## src/rtl/mmu_pkg.sv

```systemverilog
// Shared definitions for the data-read MMU: FSM encoding and line-buffer geometry.
package mmu_pkg;

    typedef enum logic [1:0] {
        StIdle = 2'd0,
        StAddr = 2'd1,
        StData = 2'd2
    } mmu_state_e;

    localparam logic [1:0] WordOff = 2'b00;
    localparam int unsigned TagW = 30;

    function automatic logic [31:0] word_align(input logic [31:0] addr);
        return {addr[31:2], WordOff};
    endfunction

endpackage

```

## src/rtl/mmu_dread_if.sv

```systemverilog
// Pipeline-side read port, snoop port and bus read channel of the data-read MMU.
interface mmu_dread_if;

    logic        flush;
    logic        data_rden;
    logic [31:0] data_riaddr;
    logic        data_rvalid;
    logic [31:0] data_roaddr;
    logic [31:0] data_rdata;
    logic        mmu_wait;
    logic        snoop_w_en;
    logic [31:0] snoop_w_addr;
    logic        bus_arvalid;
    logic        bus_arready;
    logic [31:0] bus_araddr;
    logic        bus_rvalid;
    logic [31:0] bus_rdata;

    // The MMU masters the bus and answers the pipeline.
    modport master (
        input  flush, data_rden, data_riaddr, snoop_w_en, snoop_w_addr,
        input  bus_arready, bus_rvalid, bus_rdata,
        output data_rvalid, data_roaddr, data_rdata, mmu_wait,
        output bus_arvalid, bus_araddr
    );

    modport slave (
        output flush, data_rden, data_riaddr, snoop_w_en, snoop_w_addr,
        output bus_arready, bus_rvalid, bus_rdata,
        input  data_rvalid, data_roaddr, data_rdata, mmu_wait,
        input  bus_arvalid, bus_araddr
    );

endinterface

```

## src/rtl/dread_buf.sv

```systemverilog
// One-word line buffer: storage, hit compare and store-snoop invalidation.
module dread_buf
    import mmu_pkg::*;
(
    input  logic            clk,
    input  logic            rst_n,
    input  logic [TagW-1:0] lookup_tag,
    output logic            hit,
    output logic [31:0]     data,
    input  logic            fill_en,
    input  logic [TagW-1:0] fill_tag,
    input  logic [31:0]     fill_data,
    input  logic            snoop_en,
    input  logic [TagW-1:0] snoop_tag
);

    logic            valid_q, valid_d;
    logic [TagW-1:0] tag_q, tag_d;
    logic [31:0]     data_q, data_d;

    always_comb begin
        valid_d = valid_q;
        tag_d   = tag_q;
        data_d  = data_q;
        if (fill_en) begin
            tag_d   = fill_tag;
            data_d  = fill_data;
            // A store racing the fill makes the fetched word stale on arrival.
            valid_d = !(snoop_en && (snoop_tag == fill_tag));
        end else if (snoop_en && (snoop_tag == tag_q)) begin
            valid_d = 1'b0;
        end
    end

    always_ff @(posedge clk or negedge rst_n) begin
        if (!rst_n) begin
            valid_q <= 1'b0;
            tag_q   <= '0;
            data_q  <= '0;
        end else begin
            valid_q <= valid_d;
            tag_q   <= tag_d;
            data_q  <= data_d;
        end
    end

    assign hit  = valid_q && (tag_q == lookup_tag);
    assign data = data_q;

endmodule

```

## src/rtl/mmu_dread.sv

```systemverilog
// Data-read MMU: serves pipeline reads from a one-word buffer, fetching misses over the bus.
module mmu_dread
    import mmu_pkg::*;
(
    input  logic         clk,
    input  logic         rst_n,
    mmu_dread_if.master  bus
);

    mmu_state_e  state_q, state_d;
    logic [31:0] addr_q, addr_d;
    logic        drop_q, drop_d;
    logic        rvalid_q, rvalid_d;
    logic [31:0] rdata_q, rdata_d;
    logic [31:0] roaddr_q, roaddr_d;

    logic        buf_hit;
    logic [31:0] buf_rdata;
    logic        fill_en;
    logic        unused_snoop_off;

    assign unused_snoop_off = ^bus.snoop_w_addr[1:0];

    dread_buf u_buf (
        .clk        (clk),
        .rst_n      (rst_n),
        .lookup_tag (bus.data_riaddr[31:2]),
        .hit        (buf_hit),
        .data       (buf_rdata),
        .fill_en    (fill_en),
        .fill_tag   (addr_q[31:2]),
        .fill_data  (bus.bus_rdata),
        .snoop_en   (bus.snoop_w_en),
        .snoop_tag  (bus.snoop_w_addr[31:2])
    );

    always_comb begin
        state_d  = state_q;
        addr_d   = addr_q;
        drop_d   = drop_q;
        rvalid_d = 1'b0;
        rdata_d  = rdata_q;
        roaddr_d = roaddr_q;
        fill_en  = 1'b0;
        unique case (state_q)
            StIdle: begin
                if (bus.data_rden && !bus.flush) begin
                    if (buf_hit) begin
                        rvalid_d = 1'b1;
                        rdata_d  = buf_rdata;
                        roaddr_d = bus.data_riaddr;
                    end else begin
                        state_d = StAddr;
                        addr_d  = bus.data_riaddr;
                    end
                end
            end
            StAddr: begin
                // Flush only marks the result; the address phase must still complete.
                if (bus.flush) drop_d = 1'b1;
                if (bus.bus_arready) state_d = StData;
            end
            StData: begin
                if (bus.flush) drop_d = 1'b1;
                if (bus.bus_rvalid) begin
                    fill_en = 1'b1;
                    state_d = StIdle;
                    drop_d  = 1'b0;
                    if (!(drop_q || bus.flush)) begin
                        rvalid_d = 1'b1;
                        rdata_d  = bus.bus_rdata;
                        roaddr_d = addr_q;
                    end
                end
            end
            default: state_d = StIdle;
        endcase
    end

    always_ff @(posedge clk or negedge rst_n) begin
        if (!rst_n) begin
            state_q  <= StIdle;
            addr_q   <= '0;
            drop_q   <= 1'b0;
            rvalid_q <= 1'b0;
            rdata_q  <= '0;
            roaddr_q <= '0;
        end else begin
            state_q  <= state_d;
            addr_q   <= addr_d;
            drop_q   <= drop_d;
            rvalid_q <= rvalid_d;
            rdata_q  <= rdata_d;
            roaddr_q <= roaddr_d;
        end
    end

    assign bus.data_rvalid = rvalid_q;
    assign bus.data_rdata  = rdata_q;
    assign bus.data_roaddr = roaddr_q;
    assign bus.mmu_wait    = (state_q != StIdle);
    assign bus.bus_arvalid = (state_q == StAddr);
    assign bus.bus_araddr  = word_align(addr_q);

endmodule
```

## src/flat_wrapper.sv

```systemverilog
// flat-port wrapper written by rule: the top's interface ports become plain ports
module mmu_dread_flat import mmu_pkg::*;
  (clk, rst_n, bus_flush, bus_data_rden, bus_data_riaddr, bus_snoop_w_en, bus_snoop_w_addr, bus_bus_arready, bus_bus_rvalid, bus_bus_rdata, bus_data_rvalid, bus_data_roaddr, bus_data_rdata, bus_mmu_wait, bus_bus_arvalid, bus_bus_araddr);
  mmu_dread_if bus_i ();
  input  logic clk;
  input  logic rst_n;
  input wire logic [$bits(bus_i.flush)-1:0] bus_flush;
  input wire logic [$bits(bus_i.data_rden)-1:0] bus_data_rden;
  input wire logic [$bits(bus_i.data_riaddr)-1:0] bus_data_riaddr;
  input wire logic [$bits(bus_i.snoop_w_en)-1:0] bus_snoop_w_en;
  input wire logic [$bits(bus_i.snoop_w_addr)-1:0] bus_snoop_w_addr;
  input wire logic [$bits(bus_i.bus_arready)-1:0] bus_bus_arready;
  input wire logic [$bits(bus_i.bus_rvalid)-1:0] bus_bus_rvalid;
  input wire logic [$bits(bus_i.bus_rdata)-1:0] bus_bus_rdata;
  output wire logic [$bits(bus_i.data_rvalid)-1:0] bus_data_rvalid;
  output wire logic [$bits(bus_i.data_roaddr)-1:0] bus_data_roaddr;
  output wire logic [$bits(bus_i.data_rdata)-1:0] bus_data_rdata;
  output wire logic [$bits(bus_i.mmu_wait)-1:0] bus_mmu_wait;
  output wire logic [$bits(bus_i.bus_arvalid)-1:0] bus_bus_arvalid;
  output wire logic [$bits(bus_i.bus_araddr)-1:0] bus_bus_araddr;
  assign bus_i.flush = bus_flush;
  assign bus_i.data_rden = bus_data_rden;
  assign bus_i.data_riaddr = bus_data_riaddr;
  assign bus_i.snoop_w_en = bus_snoop_w_en;
  assign bus_i.snoop_w_addr = bus_snoop_w_addr;
  assign bus_i.bus_arready = bus_bus_arready;
  assign bus_i.bus_rvalid = bus_bus_rvalid;
  assign bus_i.bus_rdata = bus_bus_rdata;
  assign bus_data_rvalid = bus_i.data_rvalid;
  assign bus_data_roaddr = bus_i.data_roaddr;
  assign bus_data_rdata = bus_i.data_rdata;
  assign bus_mmu_wait = bus_i.mmu_wait;
  assign bus_bus_arvalid = bus_i.bus_arvalid;
  assign bus_bus_araddr = bus_i.bus_araddr;
  mmu_dread u_core (.clk(clk), .rst_n(rst_n), .bus(bus_i));
endmodule
```

## config.mk

```make
export PLATFORM = sky130hd
export DESIGN_NAME = mmu_dread_flat
export DESIGN_NICKNAME = d
export VERILOG_FILES = /design/src/rtl/mmu_pkg.sv /design/src/rtl/mmu_dread_if.sv /design/src/rtl/dread_buf.sv /design/src/rtl/mmu_dread.sv /design/src/flat_wrapper.sv
export SDC_FILE = /design/constraint.sdc
export NUM_CORES = 1
export LEC_CHECK = 0
export BUFFER_PORTS_ARGS = -buffer_cell sky130_fd_sc_hd__clkbuf_2
export CAP_MARGIN = 20
export CELL_PAD_IN_SITES_DETAIL_PLACEMENT = 1
export CELL_PAD_IN_SITES_GLOBAL_PLACEMENT = 1
export CORE_UTILIZATION = 46
export DETAILED_ROUTE_END_ITERATION = 10
export GPL_TIMING_DRIVEN = 0
export PLACE_DENSITY_LB_ADDON = 0.1
export SYNTH_ARGS = -nofsm -noshare
export SYNTH_HDL_FRONTEND = slang
export SYNTH_SLANG_ARGS = --single-unit
```

## constraint.sdc

```tcl
create_clock -name clk -period 3.45 [get_ports clk]
set_input_delay 0.69 -clock clk [delete_from_list [all_inputs] [get_ports clk]]
set_output_delay 0.69 -clock clk [all_outputs]
set_load 0.01 [all_outputs]
```

==> impl_metrics.tcl <==
set metrics [dict create \
    status "completed" \
    cts_max_level 4 \
    period_needed_ns 2.84 \
    gp_congestion 0.831 \
    totalWireLength_um 23300 \
    synth_warnings 0 \
    worstPathArrival_ns 3.19 \
    power.switching_mw 3.77 \
    cts_tree "yes" \
    worstReg2RegStart "u_core.state_q[0]" \
    cts_resized 0 \
    num_vias 6068 \
    slew_headroom_pct 45.5 \
    synth.top_cell.area_share_pct 50.1 \
    numClockSinks 163 \
    critPathMaxStageDelay_ns 0.56 \
    setup-violations-final 0 \
    synth_cells 672 \
    drc_errors 0 \
    met1_usage_pct 33.3 \
    num_rows 48 \
    crit_chain "inv_1 -> ha_1 -> nand2_1 -> nor2_1 -> a21oi_1 -> nor3_1 -> clkbuf_1 -> clkbuf_1 -> a21oi_1 -> a21oi_1" \
    die_x_um 135 \
    yosysSeqAreaShare_pct 50.1 \
    leakagePower_nw 4.55 \
    grt_use_met2_pct 45.7 \
    critical_path.most_common_cell "a21oi_1" \
    clockRootBuffer "clkbuf_16" \
    die_area_um2 18200 \
    start_kind "flop" \
    postCtsSetupBuffers 0 \
    netlist_area_um2 8140 \
    hold_class "in -> async" \
    grt_use_met3_pct 7.13 \
    setup_tns_ns 0 \
    ant_nets 0 \
    ys_types 30 \
    cp-end-kind "flop" \
    crit_buf_inv 3 \
    io_buffers 197 \
    async_reset_ff_share_pct 100 \
    via_per_inst 5.37 \
    cts_made_buffers 17 \
    die_y_um 135 \
    max_freq_mhz 353 \
    nets 997 \
    drt_pass1_iterations 5 \
    synth_area_leaders "dfrtp_1 50%, mux2_2 8.9%, a21oi_1 8.2%, mux2i_1 8.0%, xnor2_1 5.8%" \
    rsz0062_at_grt "false" \
    avgSynthCellArea_um2 12.1 \
    drive_gt1_share_pct 41.6 \
    peakVddDrop_uv 480 \
    grt_most_used_layer "met2" \
    slew_violations 0 \
    synth_top_cell_by_area "dfrtp_1" \
    clkPwrFrac_pct 19.3 \
    crit_fanout 10 \
    swShare_pct 38.2 \
    crit_type "reg -> reg" \
    finalCritPeriodShare_pct 82.2 \
    grt_pass1_vias 6541 \
    cp.required_ns 3.80 \
    cp_slowest_cell "clkbuf_1" \
    drt_iter0_drc 231 \
    p_comb_share_pct 42.9 \
    synth_edf_count 0 \
    crit_start "u_core.state_q[0]" \
    ys_ff_latch 163 \
    wl_per_cell_um 20.7 \
    io_pins 202 \
    cts_buffer_depth 2 \
    core_area_um2 17300 \
    grt_max_degree 83 \
    initial_core_util_pct 47.1 \
    ctsHoldBuffers 0 \
    fin_skew_ns 0.00797 \
    p_per_area_nw_per_um2 981 \
    p_int_mw 6.10 \
    synthFlopType "dfrtp_1" \
    syn_to_final_growth_pct 23.6 \
    grt_use_total_pct 26.8 \
    path_delay_family "buffers and inverters" \
    final_hold_viol_count 0 \
    path_clk_slew_ns 0.06 \
    antenna_found_initial 0 \
    seq_power_share_pct 37.8 \
    grt_pass1_wl_um 36500 \
    tightest_slew_ns 0.817 \
    clock_latency_ns 0.43 \
    overflow 0 \
    max_cap_violations 0 \
    utilization_pct 58.2 \
    detailed_place_hpwl_um 17300 \
]
state kept, by name (all words and copies together), names as in the netlist:
signal / cells
u_core.addr_q: 32
u_core.bus.data_rdata: 32
u_core.bus.data_roaddr: 32
u_core.u_buf.data: 32
u_core.u_buf.tag_q: 30
u_core.state_q: 2
u_core.bus.data_rvalid: 1
u_core.drop_q: 1
u_core.u_buf.valid_q: 1
area by class of cell:
cell class	count	area (um2)
inverter	5	18.8
timing repair buffer	199	1050
antenna	1	2.50
buffer	71	434
clock inverter	11	129
sequential	163	4080
multi-input combinational	434	3610
tap	225	282
fill	1865	7230
clock buffer	20	457
kinds of logic (layout without fill, tap and decap cells):
logic type	count (synthesis)	in the layout	synth area share, %
AO/OA/AOI/OAI	140	140	8.78
buffers and inverters	76	306	5.56
flip-flops	163	163	50.1
multiplexers	159	159	22.4
AND/OR/NAND/NOR	40	40	2.97
XOR/XNOR	90	90	9.68
other	1	3	0.0461
adder cells (fa/ha/maj)	3	3	0.461
layout by cell type (no fill, tap or decap), types with 2 or more instances in the layout:
cell	synthesis	layout
inv_1	5	5
buf_2	14	14
mux2i_1	65	65
nand2_1	2	2
and2_1	2	2
buf_16	0	2
nor4_1	11	11
inv_6	0	2
clkinvlp_4	0	2
buf_6	4	4
clkbuf_2	0	196
clkbuf_1	18	19
xor2_1	36	36
clkinv_2	0	2
buf_4	32	32
mux2_2	64	64
o21ai_0	2	2
buf_1	3	3
nor3_1	3	3
clkinv_4	0	3
nor2b_1	2	2
clkbuf_8	0	3
nor2_1	2	2
bufinv_16	0	2
ha_1	3	3
mux2_4	30	30
nand4_1	16	16
xnor2_1	54	54
conb_1	1	2
a21oi_1	133	133
clkbuf_16	0	17
dfrtp_1	163	163
per-stage QoR:
step | hold slack [ns] | total power, mW | cell area [um2] | worst slack, ns | std cells
3_5_place_dp | 0.495 | 8.00 | 9470 | 0.394 | 1097
3_3_place_gp | 0.489 | 7.75 | 9410 | -1.17 | 1095
5_1_grt | 0.314 | 10.5 | 10100 | 0.397 | 1128
4_1_cts | 0.315 | 9.97 | 10100 | 0.590 | 1128
2_1_floorplan | 0.394 | 6.39 | 8140 | 1.08 | 673
6_report | 0.279 | 9.87 | 10100 | 0.614 | 1129
per-layer routing:
layer,share of wire (%),up-vias
met3,6.3,29
met5,0,-
met4,1.7,0
met2,50,171
met1,42,3082
li1,-,2786
cells in the mapped netlist (3+ instances only):
library cell / number
nor4_1: 11
nor3_1: 3
inv_1: 5
xnor2_1: 54
ha_1: 3
buf_4: 32
xor2_1: 36
buf_1: 3
nand4_1: 16
mux2_4: 30
buf_6: 4
clkbuf_1: 18
a21oi_1: 133
mux2_2: 64
dfrtp_1: 163
mux2i_1: 65
buf_2: 14
power by group through the flow:
stage          clock network, mW  registers, mW  logic (mW)
2_1_floorplan                  0           3.70        2.69
5_1_grt                     2.01           3.86        4.62
3_5_place_dp                   0           3.75        4.25
3_3_place_gp                   0           3.66        4.09
4_1_cts                     1.93           3.73        4.30
6_report                    1.90           3.73        4.24
worst paths after layout:
check                                             end  cells after the start  slack, ns
max                        u_core.bus.data_roaddr[24]                     10       0.61
min                            u_core.u_buf.tag_q[24]                      2       0.28
max reg2reg                u_core.bus.data_roaddr[24]                     10       0.61
min reg2reg                     u_core.u_buf.data[23]                      1       0.51
max in group asynchronous           u_core.addr_q[12]                      2       2.77
min in group clk                u_core.u_buf.data[16]                      2       0.50
(Power assumes the default switching activity.)
